**config.mk**
```make
export PLATFORM = sky130hd
export DESIGN_NAME = axi4_burst_writer
export DESIGN_NICKNAME = d
export VERILOG_FILES = /design/src/rtl/axi4_burst_writer.sv
export SDC_FILE = /design/constraint.sdc
export NUM_CORES = 2
export LEC_CHECK = 0
export CAP_MARGIN = 20
export CELL_PAD_IN_SITES_DETAIL_PLACEMENT = 0
export CELL_PAD_IN_SITES_GLOBAL_PLACEMENT = 1
export CORE_MARGIN = 2
export CORE_UTILIZATION = 35
export DETAILED_ROUTE_END_ITERATION = 8
export PLACE_DENSITY_LB_ADDON = 0.1
export SLEW_MARGIN = 20
export SYNTH_ARGS = -nofsm -noshare
export SYNTH_HDL_FRONTEND = slang
export SYNTH_SLANG_ARGS = --single-unit
```
**constraint.sdc**
```tcl
create_clock -name m_axi_aclk -period 11.2 [get_ports m_axi_aclk]
set_clock_uncertainty 0.1 [all_clocks]
set_input_delay 2.24 -clock m_axi_aclk [delete_from_list [all_inputs] [get_ports m_axi_aclk]]
set_output_delay 2.24 -clock m_axi_aclk [all_outputs]
set_load 0.02 [all_outputs]
```
**src/rtl/axi4_burst_writer.sv**
```systemverilog
// axi4_burst_writer
//   AXI4 write initiator for the RFSoC DAC controller register/waveform
//   slaves. Accepts one write command at a time (start address, awlen-coded
//   length, ID) plus a stream of data beats buffered in an internal FIFO.
//   It issues a single INCR burst and collects the B response.
//
// Ports
//   m_axi_aclk, m_axi_aresetn      clock, synchronous active-low reset
//   cmd_valid/ready/addr/len/id    write command (len = beats - 1)
//   din_valid/ready/data           data beat stream into the FIFO
//   m_axi_aw*, m_axi_w*, m_axi_b*  AXI4 write channels
//   done, done_resp                one-cycle completion pulse and its bresp
//   id_err                         sticky: bid differed from the issued awid
//   busy                           FSM is not idle
//
// Optional build macro
//   AXI4_BURST_WRITER_TIMEOUT_EN   adds a 16-bit RESP watchdog that
//                                  completes the transaction with SLVERR
//                                  when bvalid never arrives.
//
// state | meaning
// IDLE  | ready for a command
// ADDR  | awvalid high, waiting for awready
// DATA  | streaming FIFO beats on W until the wlast handshake
// RESP  | bready high, waiting for bvalid

module axi4_burst_writer #(
  parameter int ADDR_W     = 6,
  parameter int DATA_W     = 128,
  parameter int ID_W       = 16,
  parameter int FIFO_DEPTH = 16
) (
  input  logic                m_axi_aclk,
  input  logic                m_axi_aresetn,

  input  logic                cmd_valid,
  output logic                cmd_ready,
  input  logic [ADDR_W-1:0]   cmd_addr,
  input  logic [7:0]          cmd_len,
  input  logic [ID_W-1:0]     cmd_id,

  input  logic                din_valid,
  output logic                din_ready,
  input  logic [DATA_W-1:0]   din_data,

  output logic [ADDR_W-1:0]   m_axi_awaddr,
  output logic [1:0]          m_axi_awburst,
  output logic [ID_W-1:0]     m_axi_awid,
  output logic [7:0]          m_axi_awlen,
  output logic [2:0]          m_axi_awsize,
  output logic [ID_W-1:0]     m_axi_awuser,
  output logic                m_axi_awvalid,
  input  logic                m_axi_awready,

  output logic [DATA_W-1:0]   m_axi_wdata,
  output logic [DATA_W/8-1:0] m_axi_wstrb,
  output logic                m_axi_wlast,
  output logic                m_axi_wvalid,
  input  logic                m_axi_wready,

  input  logic [ID_W-1:0]     m_axi_bid,
  input  logic [1:0]          m_axi_bresp,
  input  logic                m_axi_bvalid,
  output logic                m_axi_bready,

  output logic                done,
  output logic [1:0]          done_resp,
  output logic                id_err,
  output logic                busy
);

  localparam int STRB_W = DATA_W / 8;
  localparam int PTR_W  = (FIFO_DEPTH > 1) ? $clog2(FIFO_DEPTH) : 1;
  localparam int CNT_W  = PTR_W + 1;
  localparam logic [2:0] AWSIZE = 3'($clog2(STRB_W));

  localparam logic [1:0] S_IDLE = 2'd0;
  localparam logic [1:0] S_ADDR = 2'd1;
  localparam logic [1:0] S_DATA = 2'd2;
  localparam logic [1:0] S_RESP = 2'd3;

  logic [1:0]        state_q, state_d;
  logic [ADDR_W-1:0] addr_q, addr_d;
  logic [7:0]        len_q, len_d;
  logic [ID_W-1:0]   id_q, id_d;
  logic [7:0]        beat_q, beat_d;
  logic              done_q, done_d;
  logic [1:0]        done_resp_q, done_resp_d;
  logic              id_err_q, id_err_d;

  logic [DATA_W-1:0] mem_q [FIFO_DEPTH];
  logic [PTR_W-1:0]  wr_ptr_q, wr_ptr_d;
  logic [PTR_W-1:0]  rd_ptr_q, rd_ptr_d;
  logic [CNT_W-1:0]  count_q, count_d;

  logic fifo_full, fifo_empty, push, pop, cmd_fire;

`ifdef AXI4_BURST_WRITER_TIMEOUT_EN
  logic [15:0] wdog_q, wdog_d;
`endif

  assign fifo_full  = (count_q == CNT_W'(FIFO_DEPTH));
  assign fifo_empty = (count_q == '0);
  // din_ready uses the pre-pop full state, so a full FIFO never takes a
  // push even when a pop happens in the same cycle.
  assign din_ready  = !fifo_full;
  assign push       = din_valid && !fifo_full;
  assign pop        = m_axi_wvalid && m_axi_wready;
  assign cmd_ready  = (state_q == S_IDLE);
  assign cmd_fire   = cmd_valid && cmd_ready;

  assign m_axi_awaddr  = addr_q;
  assign m_axi_awburst = 2'b01;
  assign m_axi_awid    = id_q;
  assign m_axi_awuser  = id_q;
  assign m_axi_awlen   = len_q;
  assign m_axi_awsize  = AWSIZE;
  assign m_axi_awvalid = (state_q == S_ADDR);

  // The head entry is read straight from the register array, so the next
  // beat is already presented the cycle after a pop with no bubble.
  assign m_axi_wdata  = mem_q[rd_ptr_q];
  assign m_axi_wstrb  = {STRB_W{1'b1}};
  assign m_axi_wvalid = (state_q == S_DATA) && !fifo_empty;
  assign m_axi_wlast  = m_axi_wvalid && (beat_q == 8'd0);

  assign m_axi_bready = (state_q == S_RESP);

  assign done      = done_q;
  assign done_resp = done_resp_q;
  assign id_err    = id_err_q;
  assign busy      = (state_q != S_IDLE);

  always_comb begin
    wr_ptr_d = wr_ptr_q;
    rd_ptr_d = rd_ptr_q;
    if (push) wr_ptr_d = wr_ptr_q + PTR_W'(1);
    if (pop)  rd_ptr_d = rd_ptr_q + PTR_W'(1);
    count_d = count_q + CNT_W'(push) - CNT_W'(pop);
  end

  always_comb begin
    state_d     = state_q;
    addr_d      = addr_q;
    len_d       = len_q;
    id_d        = id_q;
    beat_d      = beat_q;
    done_d      = 1'b0;
    done_resp_d = done_resp_q;
    id_err_d    = id_err_q;
`ifdef AXI4_BURST_WRITER_TIMEOUT_EN
    wdog_d      = wdog_q;
`endif
    case (state_q)
      S_IDLE: begin
        if (cmd_fire) begin
          addr_d  = cmd_addr;
          len_d   = cmd_len;
          id_d    = cmd_id;
          beat_d  = cmd_len;
          state_d = S_ADDR;
        end
      end
      S_ADDR: begin
        if (m_axi_awready) state_d = S_DATA;
      end
      S_DATA: begin
        if (pop) begin
          if (beat_q == 8'd0) begin
            state_d = S_RESP;
`ifdef AXI4_BURST_WRITER_TIMEOUT_EN
            wdog_d  = 16'd0;
`endif
          end else begin
            beat_d = beat_q - 8'd1;
          end
        end
      end
      S_RESP: begin
        if (m_axi_bvalid) begin
          done_d      = 1'b1;
          done_resp_d = m_axi_bresp;
          if (m_axi_bid != id_q) id_err_d = 1'b1;
          state_d     = S_IDLE;
        end
`ifdef AXI4_BURST_WRITER_TIMEOUT_EN
        // Reaching 65535 aborts with SLVERR; done lands 65535 cycles
        // after RESP was entered.
        else if (wdog_q == 16'hFFFE) begin
          wdog_d      = 16'hFFFF;
          done_d      = 1'b1;
          done_resp_d = 2'b10;
          state_d     = S_IDLE;
        end else begin
          wdog_d = wdog_q + 16'd1;
        end
`endif
      end
      default: state_d = S_IDLE;
    endcase
  end

  always_ff @(posedge m_axi_aclk) begin
    if (!m_axi_aresetn) begin
      state_q     <= S_IDLE;
      addr_q      <= '0;
      len_q       <= '0;
      id_q        <= '0;
      beat_q      <= '0;
      done_q      <= 1'b0;
      done_resp_q <= 2'b00;
      id_err_q    <= 1'b0;
      wr_ptr_q    <= '0;
      rd_ptr_q    <= '0;
      count_q     <= '0;
    end else begin
      state_q     <= state_d;
      addr_q      <= addr_d;
      len_q       <= len_d;
      id_q        <= id_d;
      beat_q      <= beat_d;
      done_q      <= done_d;
      done_resp_q <= done_resp_d;
      id_err_q    <= id_err_d;
      wr_ptr_q    <= wr_ptr_d;
      rd_ptr_q    <= rd_ptr_d;
      count_q     <= count_d;
    end
  end

  // Storage needs no reset; the pointers define what is valid.
  always_ff @(posedge m_axi_aclk) begin
    if (m_axi_aresetn && push) mem_q[wr_ptr_q] <= din_data;
  end

`ifdef AXI4_BURST_WRITER_TIMEOUT_EN
  always_ff @(posedge m_axi_aclk) begin
    if (!m_axi_aresetn) wdog_q <= 16'd0;
    else                wdog_q <= wdog_d;
  end
`endif

endmodule
```
# ---- Word level (Yosys, flattened, before mapping)
# Memory sizes are Yosys's and may differ from the RTL's. A register that Yosys moved wholly into a read port is not among the register bits.
# Index checks and enable logic that the tools add are counted.
dict set report word_totals {
  out_inout_bits 206
  n_memories 1
  ramBits 2048
  register_bits 57
}
dict set report classes {
  add_sub_neg 5
  reduce_logical 19
  n_eq_ne 11
  n_mux 15
}
# name depth width read_ports rd_clocked_by_memory_dff wr line_no
set mem_list {}
lappend mem_list {mem_q 16 128 1 1 1 91} ;# logic [DATA_W-1:0] mem_q [FIFO_DEPTH];
# cell count
set ops {}
lappend ops {{two-way mux 8 bit} 3}
lappend ops {{!= test 16 bit} 1}
lappend ops {{one-hot mux 8 bit (2 select lines)} 1}
lappend ops {{two-way mux 2 bit} 5}
lappend ops {{adder 4 x 1 -> 4 bit (second input constant)} 2}
lappend ops {{zero test 8 bit} 1}
lappend ops {{two-way mux 4 bit} 2}
lappend ops {{one-hot mux 2 bit (4 select lines)} 1}
lappend ops {{subtractor 8 x 1 -> 8 bit (second input constant)} 1}
lappend ops {{logical AND 1 bit} 6}
lappend ops {{!= test 2 x 1 -> 1 bit (second input constant)} 3}
lappend ops {{!= test 2 bit (second input constant)} 3}
lappend ops {{AND reduction 2 bit} 3}
lappend ops {{adder 5 x 1 -> 5 bit} 1}
lappend ops {{equality test 5 bit (second input constant)} 1}
lappend ops {{zero test 5 bit} 1}
lappend ops {{AND reduction 5 bit} 1}
lappend ops {{subtractor 5 x 1 -> 5 bit} 1}
lappend ops {{equality test 2 bit (second input constant)} 2}
lappend ops {{AND reduction 4 bit} 1}
lappend ops {{nonzero test 2 bit} 2}
lappend ops {{two-way mux 1 bit} 3}
lappend ops {{AND reduction 3 bit} 1}
lappend ops {{equality test 2 x 1 -> 1 bit (second input constant)} 1}
lappend ops {{other kinds (2)} 3}

# ---- Depth between registers and ports, before layout
dict set report depth {
  word_depth 6
  ltp_mapped 12
  ltp_nobuf 12
}

# ---- Least setup slack after synthesis
# No wires, ideal clock.
dict set report synth_timing {
  path_type {input-to-reg}
  start {in m_axi_aresetn}
  end {mem mem_q[0][0], enable pin}
  setup_ns 0.617
  stages 4
  slack_ns 2.275
  required_time_ns 10.483
  n_path_buf 1
  t_arrival_ns 8.208
  cell_sequence {clkbuf_1 > inv_1 > or3_1 > nor2_1}
}
dict set report synth_via {
  elab_chain_len 3
}
# element line_no
set synth_lines {}
lappend synth_lines {{start: declaration} 34} ;# input logic m_axi_aresetn,
lappend synth_lines {{logical AND 1 bit} 233} ;# if (m_axi_aresetn && push) mem_q[wr_ptr_q] <= din_data;
lappend synth_lines {{two-way mux 1 bit} 233}
lappend synth_lines {{two-way mux 1 bit (implied by the code)} 233}
lappend synth_lines {{end: declaration} 91}
# Every way passes these cells.

==> results.md <==
- Kind of critical path: reg -> out
- GR Util All Layers: 0.175
- Critical-path cell list: buf_12, buf_4, mux4_2, mux4_2, clkdlybuf4s50_1
- Vias in the first global route: between 30000 and 40000
- Via-to-Cell Ratio: between 5 and 6
- EDFF count, synth: approximately 2000
- Placed cell count: 6713
- Max-cap viol count: 0
- Min-delay worst type: reg -> reg
- Cell types occupying the most area after synthesis: edfxtp_1 (76%), mux4_2 (16%), dfxtp_1 (1.5%)
- WHS Endpoint: m_axi_awlen[1]
- Seq pwr share: 0.494
- Area leader, netlist: edfxtp_1
- Most common cell in the synthesized netlist: edfxtp_1
- Footprint of the multi-input gates: 0.0167 mm²
- Die extent in x: between 400 and 500 µm
- First-pass GRT wire length: slightly below 300000 µm
- Worst R2R End: mem_q[14][34]
- R2R cell count: 8
- Hold_sp: m_axi_awlen[1]
- Largest net degree at the start of global routing: between 100 and 150
- Worst vdd ir: around 0.14 mV
- CP max stage delay: ~0.8 ns
- Distinct cell type count after synthesis: slightly below 50
- Routed len/inst: 28.7 µm
- CP required: just under 9 ns
- FF+latch count, synth: around 2100
- Die Area: roughly 0.23 mm²
- Post-CTS Setup Inserts: 0
- Worst slew pin tran: 1.05 ns
- Final setup fails: 0
- Switching Share: 0.231
- Status: complete, no violations
- Clk buf depth: 3
- Leakage power figure: 0.0283 µW
- IO buf count: 367
- # IOs: roughly 390
- Clock Power Share: 0.405
- Critical Path AT: between 4 and 5 ns
- Seq/Total Area, Yosys: 0.780
- Predominant post-synthesis flop cell: edfxtp_1
- # hold bufs at CTS: 0
- Synthesized area: between 0.08 and 0.09 mm²
- Clock Latency Late Sink: ~0.83 ns
- Crit path launch type: flip-flop
- DRC: 0
- NetSw: around 4200 µW
- CTS tree: built
- Critical path's top delay family: buffers and inverters
- Avg Synthesized Cell Area: roughly 23 µm²
- WHS Path Cells: 2
- Cells after Synth: 3461
- Clock-pin slew on the worst setup and hold paths: ~0.060 ns
- Final Hold Fails: 0
- Antenna Nets Post-Route: 0
- DRT iter0 DRCs: about 2600
- Crit path buf inv count: 3
- Via Count: ~37000
- Crit end category: output pin
- Non-filler cells, final: 7133
- Root buffer cell: clkbuf_16
- DP HPWL: approximately 100000 µm
- Share of cells above drive strength 1: 0.238
- CP max-delay cell: dfxtp_4
- Min Tclk post-route: 7.18 ns
- Register area: about 0.063 mm²
- WL final: between 200000 and 250000 µm
- CTS Buf Count: 226
- First-pass DRT Iterations: 5
- Yosys Warn Count: 0
- R2r startpoint: count_q[2]
- Die Y-Extent: about 480 µm
- Resized cells post-CTS: 0
- CTS Sinks: around 2100
- Top cell type's share of synthesized area: 0.764
- CP max FO: 79
- Initial antenna violation count: 37
- Layout Area Growth over Synthesis: 18.1%
- Comb pwr share: 0.101
- CP dominant cell by count: mux4_2
- Pint: approximately 14000 µW
- RSZ-0062 raised after global routing: no
- Final period utilization: 0.641
- Starting Density: 0.353
- Worst reg2reg setup slack: approximately 7.2 ns
- Ys async rst share: 0
- Core Area: about 0.23 mm²
- Number of core rows: ~180
- Fmax: ~140 MHz
- Global route total overflow: 0
- Pwr Density: ~190 mW/mm²
- Top post-synthesis cells by count: edfxtp_1 (2048), mux4_2 (576), a21oi_1 (113)
- Global placer's final weighted congestion: between 0.6 and 0.7
- Fillers: around 20000
- Max-slew headroom: 0.301
- Final setup TNS: 0 ns
- # nets final: roughly 4100
- CTS H-tree lvls: 4
- Max-slew violations: 0
==> worst max-delay path by stage <==
stage	startpoint	endpoint	cells after the start	slack, ns
after detailed placement	flip-flop	m_axi_wdata[110]	7	4.66
after global routing	flip-flop	m_axi_wdata[110]	7	3.56
after floorplan	m_axi_aresetn	mem_q[0][0]	4	2.28
final	flip-flop	m_axi_wdata[34]	5	4.02
after global placement	m_axi_aresetn	mem_q[1][60]	6	4.55
after CTS	flip-flop	m_axi_wdata[110]	7	3.71
==> sequential cells by signal (all words and copies together) (netlist names), named ones only <==
register,cells
wr_ptr_q,4
rd_ptr_q,4
id_err,1
done,1
count_q,5
m_axi_awaddr,6
done_resp,2
m_axi_awlen,8
m_axi_awid,16
mem_q,2048
beat_q,8
state_q,2
==> final cells by class <==
type | instances | area share
Timing Repair Buffer | 441 | 0.0472
Multi-Input combinational cell | 1137 | 0.176
Tap cell | 3009 | 0.0396
Antenna cell | 5 | 0.000132
Inverter | 17 | 0.000672
Clock buffer | 288 | 0.0626
Sequential cell | 2109 | 0.660
Clock inverter | 127 | 0.0136
==> cells by family after synthesis <==
kind of cell	after synthesis	synth area share
flip-flops	2109	0.780
multiplexers	642	0.169
buffers and inverters	234	0.0153
AND/OR/NAND/NOR	230	0.0144
AO/OA/AOI/OAI	201	0.0155
XOR/XNOR	26	0.00283
adder cells (fa/ha/maj)	17	0.00274
other	2	0.0000934
==> layer usage <==
metal | vias up | part of all wire | global-route usage | routed length [µm]
met3 | 307 | 0.047 | 0.0374 | 9660
met5 | - | 0.0011 | 0 | 232
met1 | 20400 | 0.44 | 0.236 | 90200
met2 | 731 | 0.49 | 0.290 | 101000
li1 | 15600 | - | - | -
met4 | 38 | 0.018 | 0.0387 | 3680
==> through the flow <==
| stage | area [µm²] | total power, µW | worst slack, ns | utilization | hold slack, ns |
|---|---|---|---|---|---|
| floorplan | 80500 | 10200 | 2.28 | - | 0.349 |
| global placement | 87700 | 11000 | 4.55 | 0.385 | 0.344 |
| detailed placement | 87700 | 11000 | 4.66 | 0.385 | 0.348 |
| CTS | 95000 | 18300 | 3.71 | 0.417 | 0.358 |
| global route | 95000 | 18700 | 3.56 | 0.417 | 0.377 |
| finish | 95000 | 18000 | 4.02 | 0.417 | 0.355 |
==> worst reg2reg max path, stage by stage (launching register included) <==
cell,delay [ns]
dfxtp_1,0.34
inv_1,0.07
ha_1,0.22
nand4bb_1,0.25
and2_1,0.28
nand2_1,0.29
nor2_4,0.58
buf_12,0.72
buf_4,0.78
==> cells in the final DEF (no fill, tap or decap), types with 57 or more instances in the layout <==
master           instances
a211oi_1                65
a21oi_1                113
clkbuf_1                57
nor2b_1                 66
dfxtp_1                 57
clkbuf_16              227
clkdlybuf4s50_1        367
edfxtp_1              2048
mux2i_1                 66
mux4_2                 576
nand2_1                 83
==> power groups by stage <==
| stage | sequential [µW] | combinational [µW] | clock [µW] |
|---|---|---|---|
| 2_1_floorplan | 9110 | 1130 | 0 |
| 3_3_place_gp | 9090 | 1870 | 0 |
| 3_5_place_dp | 9090 | 1870 | 0 |
| 4_1_cts | 8920 | 1880 | 7540 |
| 5_1_grt | 8940 | 1990 | 7820 |
| 6_report | 8920 | 1820 | 7300 |
Power figures use the tool's default switching activity.
